[config.mk]
export PLATFORM = sky130hd
export DESIGN_NAME = rv_multicycle_sequencer
export DESIGN_NICKNAME = d
export VERILOG_FILES = /design/src/rtl/rv_multicycle_sequencer.sv
export SDC_FILE = /design/constraint.sdc
export NUM_CORES = 1
export LEC_CHECK = 0
export BUFFER_PORTS_ARGS = -buffer_cell sky130_fd_sc_hd__buf_2
export CAP_MARGIN = 10
export CORE_ASPECT_RATIO = 0.9
export CORE_UTILIZATION = 25
export CTS_BUF_LIST = sky130_fd_sc_hd__clkbuf_16
export DETAILED_ROUTE_END_ITERATION = 10
export HOLD_SLACK_MARGIN = 0.1
export PLACE_DENSITY = 0.55
export SYNTH_ARGS = -nofsm -noshare
export SYNTH_HDL_FRONTEND = slang
export SYNTH_SLANG_ARGS = --single-unit
[constraint.sdc]
create_clock -name CLK -period 5.77 [get_ports CLK]
set_clock_uncertainty 0.15 [all_clocks]
set_input_delay 0.2885 -clock CLK [delete_from_list [all_inputs] [get_ports CLK]]
set_output_delay 0.2885 -clock CLK [all_outputs]
set_load 0.03 [all_outputs]
[src/rtl/rv_multicycle_sequencer.sv]
// Multi-cycle RV32I control sequencer: fetch/decode/execute/memory/writeback
// stepping, shared memory port handshake, memory watchdog and retire counter.
module rv_multicycle_sequencer #(
    parameter int TIMEOUT = 16,
    parameter int CNT_W   = 32
) (
    input  logic             CLK,
    input  logic             RST_N,
    input  logic [9:0]       CODE,
    input  logic [2:0]       INSN_F3,
    input  logic             BR_TAKEN,
    input  logic             MEM_ACK,
    output logic             IR_WE,
    output logic             PC_WE,
    output logic             PC_SEL,
    output logic             ADDR_SEL,
    output logic             MEM_REQ,
    output logic             MEM_WE,
    output logic             RF_WE,
    output logic [2:0]       ALU_F3,
    output logic             TRAP,
    output logic [CNT_W-1:0] RETIRED
);

    typedef enum logic [2:0] {
        FETCH   = 3'd0,
        DECODE  = 3'd1,
        EXECUTE = 3'd2,
        MEM     = 3'd3,
        WB      = 3'd4,
        HALT    = 3'd5
    } state_t;

    localparam int WD_W = $clog2(TIMEOUT + 1);
    localparam logic [WD_W-1:0] WD_LAST = WD_W'(TIMEOUT - 1);

    state_t            state, state_nxt;
    logic              run;
    logic [WD_W-1:0]   wd, wd_nxt;
    logic [2:0]        alu_f3_q;
    logic              trap_q, trap_set;
    logic              retire;
    logic [CNT_W-1:0]  retired_q;
    logic              code_ok;
    logic              force_add;

    assign code_ok   = (CODE != 10'd0) && ((CODE & (CODE - 10'd1)) == 10'd0) && !CODE[9];
    assign force_add = CODE[0] | CODE[1] | CODE[3] | CODE[4] | CODE[6] | CODE[8];

    assign ALU_F3  = alu_f3_q;
    assign TRAP    = trap_q;
    assign RETIRED = retired_q;

    // run stays low through reset so no enable leaks out before the first edge
    always_ff @(posedge CLK or negedge RST_N) begin
        if (!RST_N) begin
            state     <= FETCH;
            run       <= 1'b0;
            wd        <= '0;
            alu_f3_q  <= 3'd0;
            trap_q    <= 1'b0;
            retired_q <= '0;
        end else begin
            run   <= 1'b1;
            state <= state_nxt;
            wd    <= wd_nxt;
            if (trap_set)
                trap_q <= 1'b1;
            if (retire)
                retired_q <= retired_q + CNT_W'(1);
            if (run && state == DECODE)
                alu_f3_q <= force_add ? 3'd0 : INSN_F3;
        end
    end

    always_comb begin
        state_nxt = state;
        wd_nxt    = '0;
        trap_set  = 1'b0;
        retire    = 1'b0;
        IR_WE     = 1'b0;
        PC_WE     = 1'b0;
        PC_SEL    = 1'b0;
        ADDR_SEL  = 1'b0;
        MEM_REQ   = 1'b0;
        MEM_WE    = 1'b0;
        RF_WE     = 1'b0;
        if (run) begin
            case (state)
                FETCH: begin
                    MEM_REQ = 1'b1;
                    if (MEM_ACK) begin
                        IR_WE     = 1'b1;
                        state_nxt = DECODE;
                    end else if (wd == WD_LAST) begin
                        trap_set  = 1'b1;
                        state_nxt = HALT;
                    end else begin
                        wd_nxt = wd + WD_W'(1);
                    end
                end
                DECODE: begin
                    if (code_ok) begin
                        state_nxt = EXECUTE;
                    end else begin
                        trap_set  = 1'b1;
                        state_nxt = HALT;
                    end
                end
                EXECUTE: begin
                    if (CODE[6] || CODE[8]) begin
                        state_nxt = MEM;
                    end else if (CODE[5]) begin
                        PC_WE     = 1'b1;
                        PC_SEL    = BR_TAKEN;
                        retire    = 1'b1;
                        state_nxt = FETCH;
                    end else begin
                        state_nxt = WB;
                    end
                end
                MEM: begin
                    MEM_REQ  = 1'b1;
                    ADDR_SEL = 1'b1;
                    MEM_WE   = CODE[8];
                    if (MEM_ACK) begin
                        if (CODE[8]) begin
                            PC_WE     = 1'b1;
                            retire    = 1'b1;
                            state_nxt = FETCH;
                        end else begin
                            state_nxt = WB;
                        end
                    end else if (wd == WD_LAST) begin
                        trap_set  = 1'b1;
                        state_nxt = HALT;
                    end else begin
                        wd_nxt = wd + WD_W'(1);
                    end
                end
                WB: begin
                    RF_WE     = 1'b1;
                    PC_WE     = 1'b1;
                    PC_SEL    = CODE[3] | CODE[4];
                    retire    = 1'b1;
                    state_nxt = FETCH;
                end
                HALT: begin
                    state_nxt = HALT;
                end
                default: begin
                    state_nxt = HALT;
                end
            endcase
        end
    end

endmodule

==> reports/qor.yml, run 1 <==
logic_synthesis:
  synth_cell_types: 53
  syn_area_mm2: 0.002346
  yosysTopAreaCell: "dfrtp_1"
  synth_edf_count: 0
  yosysSeqAreaShare: 0.4800
  yosysWarnings: 0
  ys.flop_type: "dfrtp_1"
  synth_area_leaders: "dfrtp_1, xor2_1, xnor2_1"
  yosysMostFrequentCell: "dfrtp_1"
  synthArstFlopShare: 1.000
  syn-num-nets: 255
  syn_avg_cell_area_um2: 9.941
  syn_inst: 236
  synth_seq_cells: 45
  synth_common_cells: "dfrtp_1, xor2_1, nand2_1, nor2_1"
  synth.top_cell.area_share: 0.4800
pwr:
  pwr-share-comb: 0.046
  leakage_nw: 1.468
  p_per_area_mw_per_mm2: 206.4
  seq_power_share: 0.524
  power.switching_w: 0.0001256
  p_clk_frac: 0.431
  vdd_ir_drop_max_mv: 0.09792
  switching_share: 0.2068
  p_int_w: 0.0004819
die:
  start_util: 0.2571
  die-width_um: 104.1
  ios: 60
  dieArea_mm2: 0.009776
  die_h_um: 93.90
  rows: 33
  core-area_mm2: 0.009125
final_layout:
  seqCellArea_mm2: 0.001126
  final_cells: 423
  finish.net_count: 321
  multi_input_area_mm2: 0.001136
  fillCellCount: 952
  drive_gt1_frac: 0.2458
  syn2layout_area_growth_pct: 25.49
  antenna_cells: 0
global_routing:
  antenna_found_initial: 0
  grt_first_pass_wirelength_mm: 9.791
  grt_pass1_vias: 1918
  track_usage: 0.1265
  grt.overflow.total: 0
  grt_max_degree: 46
sta:
  rsz0062_at_grt: "false"
  fin_ws_ps: 3221
  period_needed_ps: 2549
  worst_pin_slew_ps: 621.3
  post-route-period-util: 0.4418
  fmax_mhz: 392.2
  hold_violations: 0
  drv_slew: 0
  finalSetupTns_ps: 0
  setup_viol: 0
  max_slew_margin: 0.5830
  holdWs_ps: 314.7
setup_path:
  worst_path_dominant_cell_family: "compound AO/OA/AOI/OAI gates"
  cp_cell_sequence: "nand2_1 > o41ai_4 > o2111ai_1 > buf_4 > nor4_1 > xor2_1"
  critPathMaxStageDelay_ps: 570
  worstSetupStartpointType: "register"
  crit_type: "reg -> reg"
  cp-end-kind: "register"
  cp_data_arrival_time_ps: 2600
  crit_buf_inv: 1
  cpMaxStageDelayCell: "dfrtp_1"
  worstPathRequired_ps: 5820
  worstPathMaxFanout: 15
run_status:
  failed_checks: "DRC"
  status: "complete, but fails checks"
placed_design:
  pre_cts_ws_ps: 2968
  portBuffers: 59
  place_congestion: 0.8739
  dp.cells: 412
  hpwl_mm: 4.155
drt:
  wl_per_cell_um: 13.57
  first_pass_iters: 7
  viasPerCell: 4.591
  vias: 1942
  drtAntennaViolNets: 0
  drc: 2
  drt-total-wl_mm: 5.742
  drt_iter0_drc: 88
cts:
  postCtsSetupBuffers: 0
  clock_path_buffers: 2
  cts.repair.resized: 0
  cts_sinks: 45
  htree_levels: 2
  insertion_delay_ps: 280
  clkSlewWorstSetupHoldPaths_ps: 60
  cts_tree: "done"
  cts_buffers: 5
  root_buffer: "clkbuf_16"
worst_hold_path:
  hp-class: "reg -> reg"
flow_run:
  drv_cap: 0
-- cells in the final DEF, fill, tap and decap left out, types with 3 or more instances in the layout --
cell type | netlist | routed
a21oi_1 | 3 | 3
a22o_1 | 3 | 3
and2_1 | 4 | 4
and3_1 | 8 | 8
buf_2 | 1 | 59
clkbuf_16 | 0 | 5
dfrtp_1 | 45 | 45
dlygate4sd3_1 | 0 | 4
inv_1 | 13 | 13
nand2_1 | 17 | 17
nand3_1 | 14 | 14
nand4_1 | 3 | 3
nor2_1 | 17 | 17
nor3_1 | 14 | 14
nor4_1 | 9 | 9
o21ai_0 | 7 | 7
xnor2_1 | 14 | 14
xor2_1 | 19 | 19
-- worst reg2reg max path: stages (launching register included) --
cell and delay [ps]:
dfrtp_1 570, nand2_1 210, o41ai_4 420, o2111ai_1 300, buf_4 260, nor4_1 400
xor2_1 170
-- stage by stage --
stage / total power [W] / area, um2 / utilization
floorplan: 0.0003318 / 2346 / -
global placement: 0.0003503 / 2766 / 0.3032
detailed placement: 0.0003502 / 2766 / 0.3032
CTS: 0.0006205 / 2937 / 0.3218
global route: 0.0006345 / 2944 / 0.3226
finish: 0.0006075 / 2944 / 0.3226
-- path summary, 6_finish.rpt --
kind / startpoint / end / slack, ps / depth (start not counted)
min in group asynchronous: RST_N / wd[4]$_DFF_PN0_ / 500 / 3
max in group asynchronous: RST_N / RETIRED[2]$_DFFE_PN0P_ / 4570 / 3
worst max-delay path: state[0]$_DFFE_PN0P_ / RETIRED[31]$_DFFE_PN0P_ / 3220 / 6
worst max register to register: state[0]$_DFFE_PN0P_ / RETIRED[31]$_DFFE_PN0P_ / 3220 / 6
worst min-delay path: wd[0]$_DFF_PN0_ / wd[0]$_DFF_PN0_ / 310 / 1
worst min register to register: wd[0]$_DFF_PN0_ / wd[0]$_DFF_PN0_ / 310 / 1
-- flip-flops by register name, indices dropped and copies added (netlist names) --
name	cells
state	3
ALU_F3	3
RETIRED	32
wd	5
TRAP	1
run	1
-- cell families (layout without fill, tap and decap cells) --
kind of cell | Yosys count | after routing | share of synthesized area
DFF | 45 | 45 | 0.4800
AOI/OAI and AO/OA | 33 | 33 | 0.1115
other | 1 | 1 | 0.001598
adders and majority gates | 3 | 3 | 0.01493
xor gates and xnor gates | 33 | 33 | 0.1232
buffers and inverters | 19 | 84 | 0.03573
and+or+nand+nor | 102 | 102 | 0.2331
-- metal layers --
metal,GRT usage,vias to the layer above,wire length [um]
met3,0.03051,2,331
met5,0,-,0
met1,0.1721,924,2794
met4,0.03690,0,24
li1,-,963,-
met2,0.1994,53,2591
-- cell type report --
class,instances,share of cell area
clock buffer,5,0.04250
clock inverter,1,0.001700
inverter,13,0.01657
tap,122,0.05185
sequential,45,0.3825
timing repair buffer,65,0.1190
multi-input combinational,172,0.3859
-- power by group through the flow --
| stage | combinational (W) | clock [W] | sequential (W) |
|---|---|---|---|
| finish | 0.0000278 | 0.000262 | 0.000318 |
| global route | 0.0000314 | 0.000285 | 0.000318 |
| CTS | 0.0000285 | 0.000274 | 0.000318 |
| detailed placement | 0.0000263 | 0 | 0.000324 |
| global placement | 0.0000264 | 0 | 0.000324 |
| floorplan | 0.00000628 | 0 | 0.000326 |
-- repair_timing --
action | 4_1_cts | 5_1_grt
hold endpoints to repair | 48 | 0
hold buffers | 4 | 0
setup endpoints to repair | 0 | 0
Note: power is estimated with default switching activity, not from simulation.
==> run 2, diff against run 1 <==
==> constraint.sdc (replaced) <==
create_clock -name CLK -period 2.55 [get_ports CLK]
set_clock_uncertainty 0.15 [all_clocks]
set_input_delay 0.1275 -clock CLK [delete_from_list [all_inputs] [get_ports CLK]]
set_output_delay 0.1275 -clock CLK [all_outputs]
set_load 0.03 [all_outputs]
==> reports/qor.yml, run 2 (synthesis results as in run 1) <==
placed_design:
  pre_cts_ws_ps: 271.1  # -2697 ps
  dp.cells: 417  # +1.2%
  portBuffers: 59  # unchanged
  hpwl_mm: 4.202  # +1.1%
  place_congestion: 0.8469  # -3.1%
final_layout:
  multi_input_area_mm2: 0.001136  # unchanged
  antenna_cells: 0  # unchanged
  fillCellCount: 967  # +1.6%
  final_common_cell: "buf_2"
  final_cells: 428  # +1.2%
  finish.net_count: 325  # +1.2%
  largest_register_ff_count: 32  # unchanged
  drive_gt1_frac: 0.2582  # +0.01232
  final_cell_mix: "buf_2, dfrtp_1, xor2_1"
  seqCellArea_mm2: 0.001126  # unchanged
  syn2layout_area_growth_pct: 28.05
sta:
  period_needed_ps: 2306  # -243.9 ps
  post-route-period-util: 0.9041  # +0.4623
  setup_viol: 0  # unchanged
  fin_ws_ps: 244.5  # -2976 ps
  fmax_mhz: 433.7  # +11%
  finalSetupTns_ps: 0  # unchanged
  max_slew_margin: 0.6017  # +0.01864
  holdWs_ps: 225.4  # -89.34 ps
  worst_pin_slew_ps: 593.5  # -27.77 ps
  rsz0062_at_grt: "false"
  drv_slew: 0  # unchanged
  hold_violations: 0  # unchanged
pwr:
  leakage_nw: 1.501  # +2.3%
  switching_share: 0.2043  # -0.002504
  p_total_w: 0.001502  # +150%
  p_per_area_mw_per_mm2: 500.0  # +140%
  vdd_ir_drop_max_mv: 0.4185  # +330%
  pwr-share-comb: 0.042  # -0.004
  p_clk_frac: 0.479  # +0.048
  seq_power_share: 0.479  # -0.045
  power.switching_w: 0.0003068  # +140%
  p_int_w: 0.001195  # +150%
setup_path:
  worst_path_dominant_cell_family: "compound AO/OA/AOI/OAI gates"
  crit_buf_inv: 0  # -1
  worstPathMaxFanout: 15  # unchanged
  cpMaxStageDelayCell: "dfrtp_1"
  crit_type: "reg -> reg"
  worstSetupStartpointType: "register"
  cp_cell_sequence: "nand2_1 > o41ai_4 > o21ai_1 > nor4_1 > xor2_1"
  cp_data_arrival_time_ps: 2360  # -240 ps
  cp-end-kind: "register"
  worstPathRequired_ps: 2610  # -3210 ps
  critPathMaxStageDelay_ps: 580  # about the same
die:
  core-area_mm2: 0.009125  # unchanged
  ios: 60  # unchanged
  dieArea_mm2: 0.009776  # unchanged
  start_util: 0.2571  # unchanged
  die_h_um: 93.90  # unchanged
  rows: 33  # unchanged
  die-width_um: 104.1  # unchanged
cts:
  cts_buffers: 5  # unchanged
  hold_buffers: 4  # unchanged
  insertion_delay_ps: 280  # about the same
  root_buffer: "clkbuf_16"
  cts_tree: "done"
  htree_levels: 2  # unchanged
  clkSlewWorstSetupHoldPaths_ps: 60  # about the same
  postCtsSetupBuffers: 0  # unchanged
  cts.repair.resized: 0  # unchanged
  cts_sinks: 45  # unchanged
  clock_path_buffers: 2  # unchanged
drt:
  wl_per_cell_um: 13.31  # -1.9%
  drt-total-wl_mm: 5.698  # -0.77%
  vias: 1989  # +2.4%
  drc: 2  # unchanged
  viasPerCell: 4.647  # +1.2%
  drtAntennaViolNets: 0  # unchanged
  first_pass_iters: 7  # unchanged
  drt_iter0_drc: 105  # +19%
global_routing:
  grt_max_degree: 24  # -48%
  antenna_found_initial: 0  # unchanged
  grt_first_pass_wirelength_mm: 9.377  # -4.2%
  grt_pass1_vias: 1863  # -2.9%
  grt.overflow.total: 0  # unchanged
  track_usage: 0.1200  # -0.006556
worst_hold_path:
  hp-class: "in -> async"
run_status:
  failed_checks: "DRC"
  status: "complete, but fails checks"
flow_run:
  drv_cap: 0  # unchanged
## run 2: changes by cell type in the layout (fill, tap and decap cells not counted), sizes merged
cell,delta
buf,+4
bufinv,+1
## run 2: per-stage QoR
| step | area, um2 | util |
|---|---|---|
| after floorplan | 2346 | - |
| after global placement | 2804 | 0.3073 |
| after detailed placement | 2804 | 0.3073 |
| after CTS | 3004 | 0.3292 |
| after global routing | 3004 | 0.3292 |
| final | 3004 | 0.3292 |
## run 2: final cells by class
class | instances | share of cell area
inverter | 13 | 0.01624
clock buffer | 5 | 0.04165
sequential | 45 | 0.3748
multi-input combinational | 172 | 0.3782
timing repair buffer | 69 | 0.1266
clock inverter | 2 | 0.01166
tap | 122 | 0.05081
## run 2: final timing paths
path	endpoint	startpoint	depth (start not counted)	slack, ps
setup reg to reg	RETIRED[26]$_DFFE_PN0P_	state[0]$_DFFE_PN0P_	5	240
min in group CLK	state[1]$_DFFE_PN0P_	CODE[7]	4	230
max in group asynchronous	RETIRED[31]$_DFFE_PN0P_	RST_N	3	1300
hold / removal	wd[3]$_DFF_PN0_	RST_N	2	230
hold reg to reg	wd[0]$_DFF_PN0_	wd[0]$_DFF_PN0_	1	310
setup / recovery	RETIRED[26]$_DFFE_PN0P_	state[0]$_DFFE_PN0P_	5	240
## run 2: worst reg2reg max path, delay by kind of cell (launching register included)
kind             cells  cell delay, ps
AND/OR/NAND/NOR      2             620
flip-flops           1             580
AO/OA/AOI/OAI        2             710
XOR/XNOR             1             180
## run 2: per-layer routing
layer | share of wire | GRT usage | vias up
met5 | 0 | 0 | -
met4 | 0.0060 | 0.02857 | 0
met3 | 0.049 | 0.02497 | 5
met2 | 0.42 | 0.1878 | 64
met1 | 0.52 | 0.1691 | 941
li1 | - | - | 979
## run 2: power groups by stage
stage / registers (W) / logic (W) / clock network [W]
4_1_cts: 0.000719 / 0.0000649 / 0.000739
3_5_place_dp: 0.000733 / 0.0000599 / 0
6_report: 0.000720 / 0.0000631 / 0.000720
2_1_floorplan: 0.000737 / 0.0000142 / 0
5_1_grt: 0.000719 / 0.0000715 / 0.000768
3_3_place_gp: 0.000733 / 0.0000593 / 0
